--- config.mk ---
export PLATFORM = sky130hd
export DESIGN_NAME = uart_debug_server_engine
export DESIGN_NICKNAME = d
export VERILOG_FILES = /design/src/rtl/uart_debug_server_engine.sv
export SDC_FILE = /design/constraint.sdc
export NUM_CORES = 1
export LEC_CHECK = 0
export BUFFER_PORTS_ARGS = -buffer_cell sky130_fd_sc_hd__buf_2
export CAP_MARGIN = 10
export CELL_PAD_IN_SITES_DETAIL_PLACEMENT = 0
export CELL_PAD_IN_SITES_GLOBAL_PLACEMENT = 1
export CORE_MARGIN = 2
export CORE_UTILIZATION = 46
export DETAILED_ROUTE_END_ITERATION = 12
export MAX_ROUTING_LAYER = met4
export PLACE_DENSITY_LB_ADDON = 0.15
export SETUP_SLACK_MARGIN = 0.05
export SLEW_MARGIN = 20
export SYNTH_ARGS = -nofsm -noshare
export SYNTH_HDL_FRONTEND = slang
export SYNTH_SLANG_ARGS = --single-unit
--- constraint.sdc ---
create_clock -name clk_i -period 7.98 [get_ports clk_i]
set_input_delay 0.399 -clock clk_i [delete_from_list [all_inputs] [get_ports clk_i]]
set_output_delay 0.399 -clock clk_i [all_outputs]
set_load 0.005 [all_outputs]
--- src/rtl/uart_debug_server_engine.sv ---
// uart_debug_server_engine: UART byte-frame debug server (ACK/READ/WRITE/EXEC).
// Bridges UART RX/TX byte streams to a byte-wide req/gnt/rvalid memory master
// and an execution launch/done handshake.
// Optional feature: UART_DBG_TIMEOUT_EN adds an inter-byte RX timeout that
// aborts partially received frames back to IDLE.
module uart_debug_server_engine #(
    parameter int AddrBytes     = 8,
    parameter int LenBytes      = 8,
    parameter int ExitBytes     = 4,
    parameter int TimeoutCycles = 100000
) (
    input  logic                   clk_i,
    input  logic                   rst_i,
    input  logic [7:0]             rx_data_i,
    input  logic                   rx_valid_i,
    output logic                   rx_ready_o,
    output logic [7:0]             tx_data_o,
    output logic                   tx_valid_o,
    input  logic                   tx_ready_i,
    output logic                   mem_req_o,
    input  logic                   mem_gnt_i,
    output logic                   mem_we_o,
    output logic [8*AddrBytes-1:0] mem_addr_o,
    output logic [7:0]             mem_wdata_o,
    input  logic                   mem_rvalid_i,
    input  logic [7:0]             mem_rdata_i,
    output logic                   exec_valid_o,
    output logic [8*AddrBytes-1:0] exec_addr_o,
    input  logic                   exec_done_i,
    input  logic [8*ExitBytes-1:0] exec_code_i,
    output logic                   busy_o
);

    localparam int AW   = 8 * AddrBytes;
    localparam int LW   = 8 * LenBytes;
    localparam int CW   = 8 * ExitBytes;
    localparam int MaxAL = (AddrBytes > LenBytes) ? AddrBytes : LenBytes;
    localparam int MaxB = (MaxAL > ExitBytes) ? MaxAL : ExitBytes;
    localparam int IW   = $clog2(MaxB + 1);

    localparam logic [IW-1:0] ADDR_LAST = IW'(AddrBytes - 1);
    localparam logic [IW-1:0] LEN_LAST  = IW'(LenBytes - 1);
    localparam logic [IW-1:0] CODE_LAST = IW'(ExitBytes - 1);

    localparam logic [7:0] B_ACK   = 8'h06;
    localparam logic [7:0] B_EOT   = 8'h04;
    localparam logic [7:0] B_READ  = 8'h11;
    localparam logic [7:0] B_WRITE = 8'h12;
    localparam logic [7:0] B_EXEC  = 8'h13;
    localparam logic [7:0] B_EOC   = 8'h14;

    localparam logic [1:0] OP_ACK   = 2'd0;
    localparam logic [1:0] OP_READ  = 2'd1;
    localparam logic [1:0] OP_WRITE = 2'd2;
    localparam logic [1:0] OP_EXEC  = 2'd3;

    localparam logic [3:0] S_IDLE     = 4'd0;
    localparam logic [3:0] S_GET_ADDR = 4'd1;
    localparam logic [3:0] S_GET_LEN  = 4'd2;
    localparam logic [3:0] S_GET_EXEC = 4'd3;
    localparam logic [3:0] S_TX_ACK   = 4'd4;
    localparam logic [3:0] S_WR_DATA  = 4'd5;
    localparam logic [3:0] S_WR_REQ   = 4'd6;
    localparam logic [3:0] S_RD_REQ   = 4'd7;
    localparam logic [3:0] S_RD_WAIT  = 4'd8;
    localparam logic [3:0] S_RD_TX    = 4'd9;
    localparam logic [3:0] S_TX_EOT   = 4'd10;
    localparam logic [3:0] S_RUN      = 4'd11;
    localparam logic [3:0] S_TX_EOC   = 4'd12;
    localparam logic [3:0] S_TX_CODE  = 4'd13;

    logic [3:0]    state;
    logic [1:0]    op;
    logic [AW-1:0] addr;
    logic [LW-1:0] len;
    logic [LW-1:0] cnt;
    logic [IW-1:0] idx;
    logic [7:0]    wdata;
    logic [7:0]    rdata;
    logic [CW-1:0] code;

    logic          rx_xfer;
    logic          tx_xfer;
    logic [LW-1:0] cnt_inc;
    logic [AW+7:0] addr_cat;
    logic [LW+7:0] len_cat;
    logic          timeout_abort;

    // Fields arrive LSB first: shift each new byte in at the top so that after
    // the last byte the first one received sits in bits [7:0].
    assign addr_cat = {rx_data_i, addr};
    assign len_cat  = {rx_data_i, len};
    assign cnt_inc  = cnt + LW'(1);

    // RX acceptance and TX presentation decoded from the current state.
    always_comb begin
        rx_ready_o = 1'b0;
        tx_valid_o = 1'b0;
        tx_data_o  = '0;
        case (state)
            S_IDLE, S_GET_ADDR, S_GET_LEN, S_GET_EXEC, S_WR_DATA: rx_ready_o = ~rst_i;
            S_TX_ACK:  begin tx_valid_o = 1'b1; tx_data_o = B_ACK; end
            S_TX_EOT:  begin tx_valid_o = 1'b1; tx_data_o = B_EOT; end
            S_RD_TX:   begin tx_valid_o = 1'b1; tx_data_o = rdata; end
            S_TX_EOC:  begin tx_valid_o = 1'b1; tx_data_o = B_EOC; end
            S_TX_CODE: begin tx_valid_o = 1'b1; tx_data_o = code[7:0]; end
            default: ;
        endcase
    end

    assign rx_xfer      = rx_valid_i & rx_ready_o;
    assign tx_xfer      = tx_valid_o & tx_ready_i;
    assign mem_req_o    = (state == S_RD_REQ) || (state == S_WR_REQ);
    assign mem_we_o     = (state == S_WR_REQ);
    assign mem_addr_o   = addr;
    assign mem_wdata_o  = wdata;
    assign exec_valid_o = (state == S_RUN);
    assign exec_addr_o  = addr;
    assign busy_o       = (state != S_IDLE);

`ifdef UART_DBG_TIMEOUT_EN
    localparam int TW = $clog2(TimeoutCycles + 1);
    logic [TW-1:0] to_cnt;
    logic          timed_state;

    assign timed_state = (state == S_GET_ADDR) || (state == S_GET_LEN) ||
                         (state == S_GET_EXEC) || (state == S_WR_DATA);
    assign timeout_abort = timed_state && !rx_xfer && (to_cnt == '0);

    // Inter-byte watchdog: reloads on every RX byte and outside the waiting states.
    always_ff @(posedge clk_i) begin
        if (rst_i || rx_xfer || !timed_state) begin
            to_cnt <= TW'(TimeoutCycles - 1);
        end else if (to_cnt != '0) begin
            to_cnt <= to_cnt - TW'(1);
        end
    end
`else
    logic unused_timeout;
    assign unused_timeout = (TimeoutCycles == 0);
    assign timeout_abort  = 1'b0;
`endif

    // Frame parser and transfer sequencer.
    always_ff @(posedge clk_i) begin
        if (rst_i) begin
            state <= S_IDLE;
            op    <= OP_ACK;
            addr  <= '0;
            len   <= '0;
            cnt   <= '0;
            idx   <= '0;
            wdata <= '0;
            rdata <= '0;
            code  <= '0;
        end else begin
            case (state)
                S_IDLE: begin
                    idx <= '0;
                    if (rx_xfer) begin
                        case (rx_data_i)
                            B_ACK:   begin op <= OP_ACK;   state <= S_TX_ACK;   end
                            B_READ:  begin op <= OP_READ;  state <= S_GET_ADDR; end
                            B_WRITE: begin op <= OP_WRITE; state <= S_GET_ADDR; end
                            B_EXEC:  begin op <= OP_EXEC;  state <= S_GET_EXEC; end
                            default: ;
                        endcase
                    end
                end
                S_GET_ADDR, S_GET_EXEC: begin
                    if (rx_xfer) begin
                        addr <= addr_cat[AW+7:8];
                        if (idx == ADDR_LAST) begin
                            idx   <= '0;
                            state <= (state == S_GET_EXEC) ? S_TX_ACK : S_GET_LEN;
                        end else begin
                            idx <= idx + IW'(1);
                        end
                    end
                end
                S_GET_LEN: begin
                    if (rx_xfer) begin
                        len <= len_cat[LW+7:8];
                        if (idx == LEN_LAST) begin
                            idx   <= '0;
                            cnt   <= '0;
                            state <= S_TX_ACK;
                        end else begin
                            idx <= idx + IW'(1);
                        end
                    end
                end
                S_TX_ACK: begin
                    if (tx_xfer) begin
                        if (op == OP_ACK)       state <= S_IDLE;
                        else if (op == OP_EXEC) state <= S_RUN;
                        else if (len == '0)     state <= S_TX_EOT;
                        else if (op == OP_READ) state <= S_RD_REQ;
                        else                    state <= S_WR_DATA;
                    end
                end
                S_WR_DATA: begin
                    if (rx_xfer) begin
                        wdata <= rx_data_i;
                        state <= S_WR_REQ;
                    end
                end
                S_WR_REQ: begin
                    if (mem_gnt_i) begin
                        addr  <= addr + AW'(1);
                        cnt   <= cnt_inc;
                        state <= (cnt_inc == len) ? S_TX_EOT : S_WR_DATA;
                    end
                end
                S_RD_REQ: begin
                    if (mem_gnt_i) state <= S_RD_WAIT;
                end
                S_RD_WAIT: begin
                    if (mem_rvalid_i) begin
                        rdata <= mem_rdata_i;
                        state <= S_RD_TX;
                    end
                end
                S_RD_TX: begin
                    if (tx_xfer) begin
                        addr  <= addr + AW'(1);
                        cnt   <= cnt_inc;
                        state <= (cnt_inc == len) ? S_TX_EOT : S_RD_REQ;
                    end
                end
                S_TX_EOT: begin
                    if (tx_xfer) state <= S_IDLE;
                end
                S_RUN: begin
                    if (exec_done_i) begin
                        code  <= exec_code_i;
                        state <= S_TX_EOC;
                    end
                end
                S_TX_EOC: begin
                    if (tx_xfer) begin
                        idx   <= '0;
                        state <= S_TX_CODE;
                    end
                end
                S_TX_CODE: begin
                    if (tx_xfer) begin
                        code <= code >> 8;
                        if (idx == CODE_LAST) begin
                            idx   <= '0;
                            state <= S_IDLE;
                        end else begin
                            idx <= idx + IW'(1);
                        end
                    end
                end
                default: state <= S_IDLE;
            endcase
            // Watchdog abort overrides any parser progress this cycle.
            if (timeout_abort) begin
                state <= S_IDLE;
                idx   <= '0;
            end
        end
    end

endmodule

==> impl_results.md <==
* Yosys top cell by area: dfxtp_1
* Worst Hold Launch: mem_rdata_i[3]
* Share of layout cells above drive strength 1 at 0.149
* Crit path max fanout at ~130
* CTS tree: built
* WHS Path Cells at 3
* Fillers at about 3.3k
* Post-synthesis sequential area ratio at 0.331
* Port Buffer Count at 204
* DRC viols at 0
* Total congestion overflow at 0
* Worst slew margin at 0.297
* Main synth FF type: dfxtp_1
* Post-Route Setup TNS at 0 ns
* I/O Pins at 205
* First-pass GRT wire length at around 79 mm
* Synthesized cell area at between 15000 and 20000 sq um
* Final wirelength at approximately 50 mm
* Async SR Flop Fraction at 0
* Reg2reg end: cnt[45]
* Area delta synth->final at 11.9%
* Gr busiest metal: met2
* Vias in the first global route at between 10k and 15k
* Wire length per cell at 19.1 um
* First DRT Iteration DRCs at ~1.2k
* Vias per cell at 5.84
* Number of flops mapped to enable cells by yosys at 0
* DRT Pass-1 Iters at 7
* Final Hold Vio Count at 0
* Die height at 185 um
* Top cells by count, synth: nand2_1, dfxtp_1, nor2_1
* Seq cells post-synth at 250
* Hold bufs inserted after CTS at 0
* Clk Latency, worst-skew pair at 0.58 ns
* Pin count of the biggest net entering global routing at 130
* Lkg Pwr at 6.09 nW
* CTS resizes at 0
* Post-Syn Instances at 2097
* Critical Path RT at 8.48 ns
* Clock-pin slew on the worst setup and hold paths at 0.06 ns
* Core footprint at 32500 sq um
* Width of the chip at 185 um
* GRT met3 Usage at 0.0460
* WP data arrival at 4.64 ns
* Die area at 34400 sq um
* Clock tree buffer depth at 3
* Synth top area share at 0.331
* Setup Buffers After CTS at 0
* NumNets Final at 2204
* Setup violators final at 0
* Outcome: finished, final reports clean
* Setup CP Type: register to register
* Post-DP HPWL at 34.3 mm
* Hold Crit Endpoint: rdata[3]
* Clock skew at 0.0258 ns
* Syn avg cell area at 7.22 sq um
* Top cells by area, synth: dfxtp_1, nand2_1, o21ai_0, nor2_1, a21oi_1
* Antenna violations before repair at 3
* Vias at 15.3k
* Max_cap viols at 0
* Fin crit share at 0.519
* Actual slew at the worst max-slew pin at 1.05 ns
* Crit end category: register
* Worst setup SP type: register
* Routability cong. at roughly 0.96
* Hold Path Class: input port to register
* H-Tree Depth at 1
* Reg2reg path depth at 10
* R2R setup slack at 3.84 ns
* Clock root cell: clkbuf_16
* Number of cell rows at 66
* Initial Utilization at 0.466
* Slew Viols, Final at 0
* GRT Util Overall at 0.296
* Cell variety after synth at around 80
* Syn nets at ~2.2k
* Maximum vdd drop at 0.155 mV
* Layout Utilization at 0.522
* Worst r2r src: state[1]
* RSZ-0062 raised after global routing: no
* M2 GR Usage at 0.469
* Cell Pwr Density at 165 nW/um^2
* Most frequent cell after synthesis: nand2_1
* Yosys warns at 0
* GR Layer Usage met1 at 0.387
* CTS buffer count at 30
* Clk sink count at 250
* Routed Antenna Nets at 0
* Fin crit period at 4.14 ns
* Maximum clock frequency at 242 MHz
## cell families (layout without fill, tap and decap cells)
group                      count (synthesis)  in the layout  synth area share
other                                      0              4                 0
AOI/OAI and AO/OA                        522            522             0.204
DFF                                      250            250             0.331
muxes                                     23             23            0.0157
xor gates and xnor gates                  94             94            0.0544
adders and majority gates                  4              4           0.00314
buffers and inverters                    230            302            0.0766
and+or+nand+nor                          974            974             0.315
## metal layers
metal | vias up | share of wire
li1 | 7478 | -
met1 | 7203 | 0.44
met2 | 492 | 0.46
met3 | 106 | 0.060
met4 | 0 | 0.032
met5 | - | 0
## worst max-delay path, stage by stage (launching register included)
cell     delay [ns]
dfxtp_1        0.67
nand2_1        0.24
nor4_2         0.24
buf_4          0.82
nand3_1        0.27
a21oi_2        0.20
buf_4          0.43
nand2_1        0.10
buf_4          0.31
or4_1          0.55
a21oi_1        0.15
## how the worst max path moves through the flow
stage | start | end | slack [ns] | cells after the start
2_1_floorplan | cnt[0] | state[2] | 5.06 | 11
3_3_place_gp | state[1] | cnt[45] | 3.95 | 10
3_5_place_dp | state[1] | cnt[45] | 3.89 | 10
4_1_cts | state[1] | cnt[45] | 3.89 | 10
5_1_grt | state[1] | cnt[10] | 3.47 | 10
6_report | state[1] | cnt[45] | 3.84 | 10
## power by group
group          internal [mW]  switching (mW)
clock                  0.923           0.567
sequential              1.25        0.000328
combinational         0.0203          0.0338
## layout make-up
type / count / area [sq um] / area share
clock inverters: 12 / 188 / 0.0111
clock buffers: 43 / 881 / 0.0520
well taps: 442 / 553 / 0.0326
diodes: 4 / 10.0 / 0.000591
repair buffers: 228 / 1210 / 0.0713
inverters: 19 / 71.3 / 0.00421
multi-input cells: 1617 / 9020 / 0.533
flip-flops and latches: 250 / 5000 / 0.295
## registers in the layout, summed over array words and instances (netlist names)
name and flops:
cnt 64, exec_addr_o 64, len 64, code 32
mem_wdata_o 8, rdata 8, idx 4, state 4
op 2
## metrics by stage
step,std cells,cell area [sq um],setup WS (ns),power [mW],hold WS (ns)
5_1_grt,2614,16900,3.47,2.88,0.0779
3_5_place_dp,2556,15900,3.89,1.33,0.447
4_1_cts,2611,16900,3.89,2.82,0.0553
2_1_floorplan,2097,15100,5.06,1.30,0.432
3_3_place_gp,2556,15900,3.95,1.33,0.441
6_report,2615,16900,3.84,2.79,0.0700
## cells in the final DEF, fill, tap and decap left out, types with 46 or more instances in the layout
| cell | n |
|---|---|
| nand2_1 | 297 |
| dfxtp_1 | 250 |
| nor2_1 | 232 |
| buf_2 | 203 |
| o21ai_0 | 185 |
| a21oi_1 | 170 |
| nand2b_1 | 82 |
| nand3_1 | 79 |
| xnor2_1 | 56 |
| nor4_1 | 54 |
| nand4_1 | 50 |
| nor3_1 | 46 |
No activity file was read; power rests on OpenSTA's default activity.
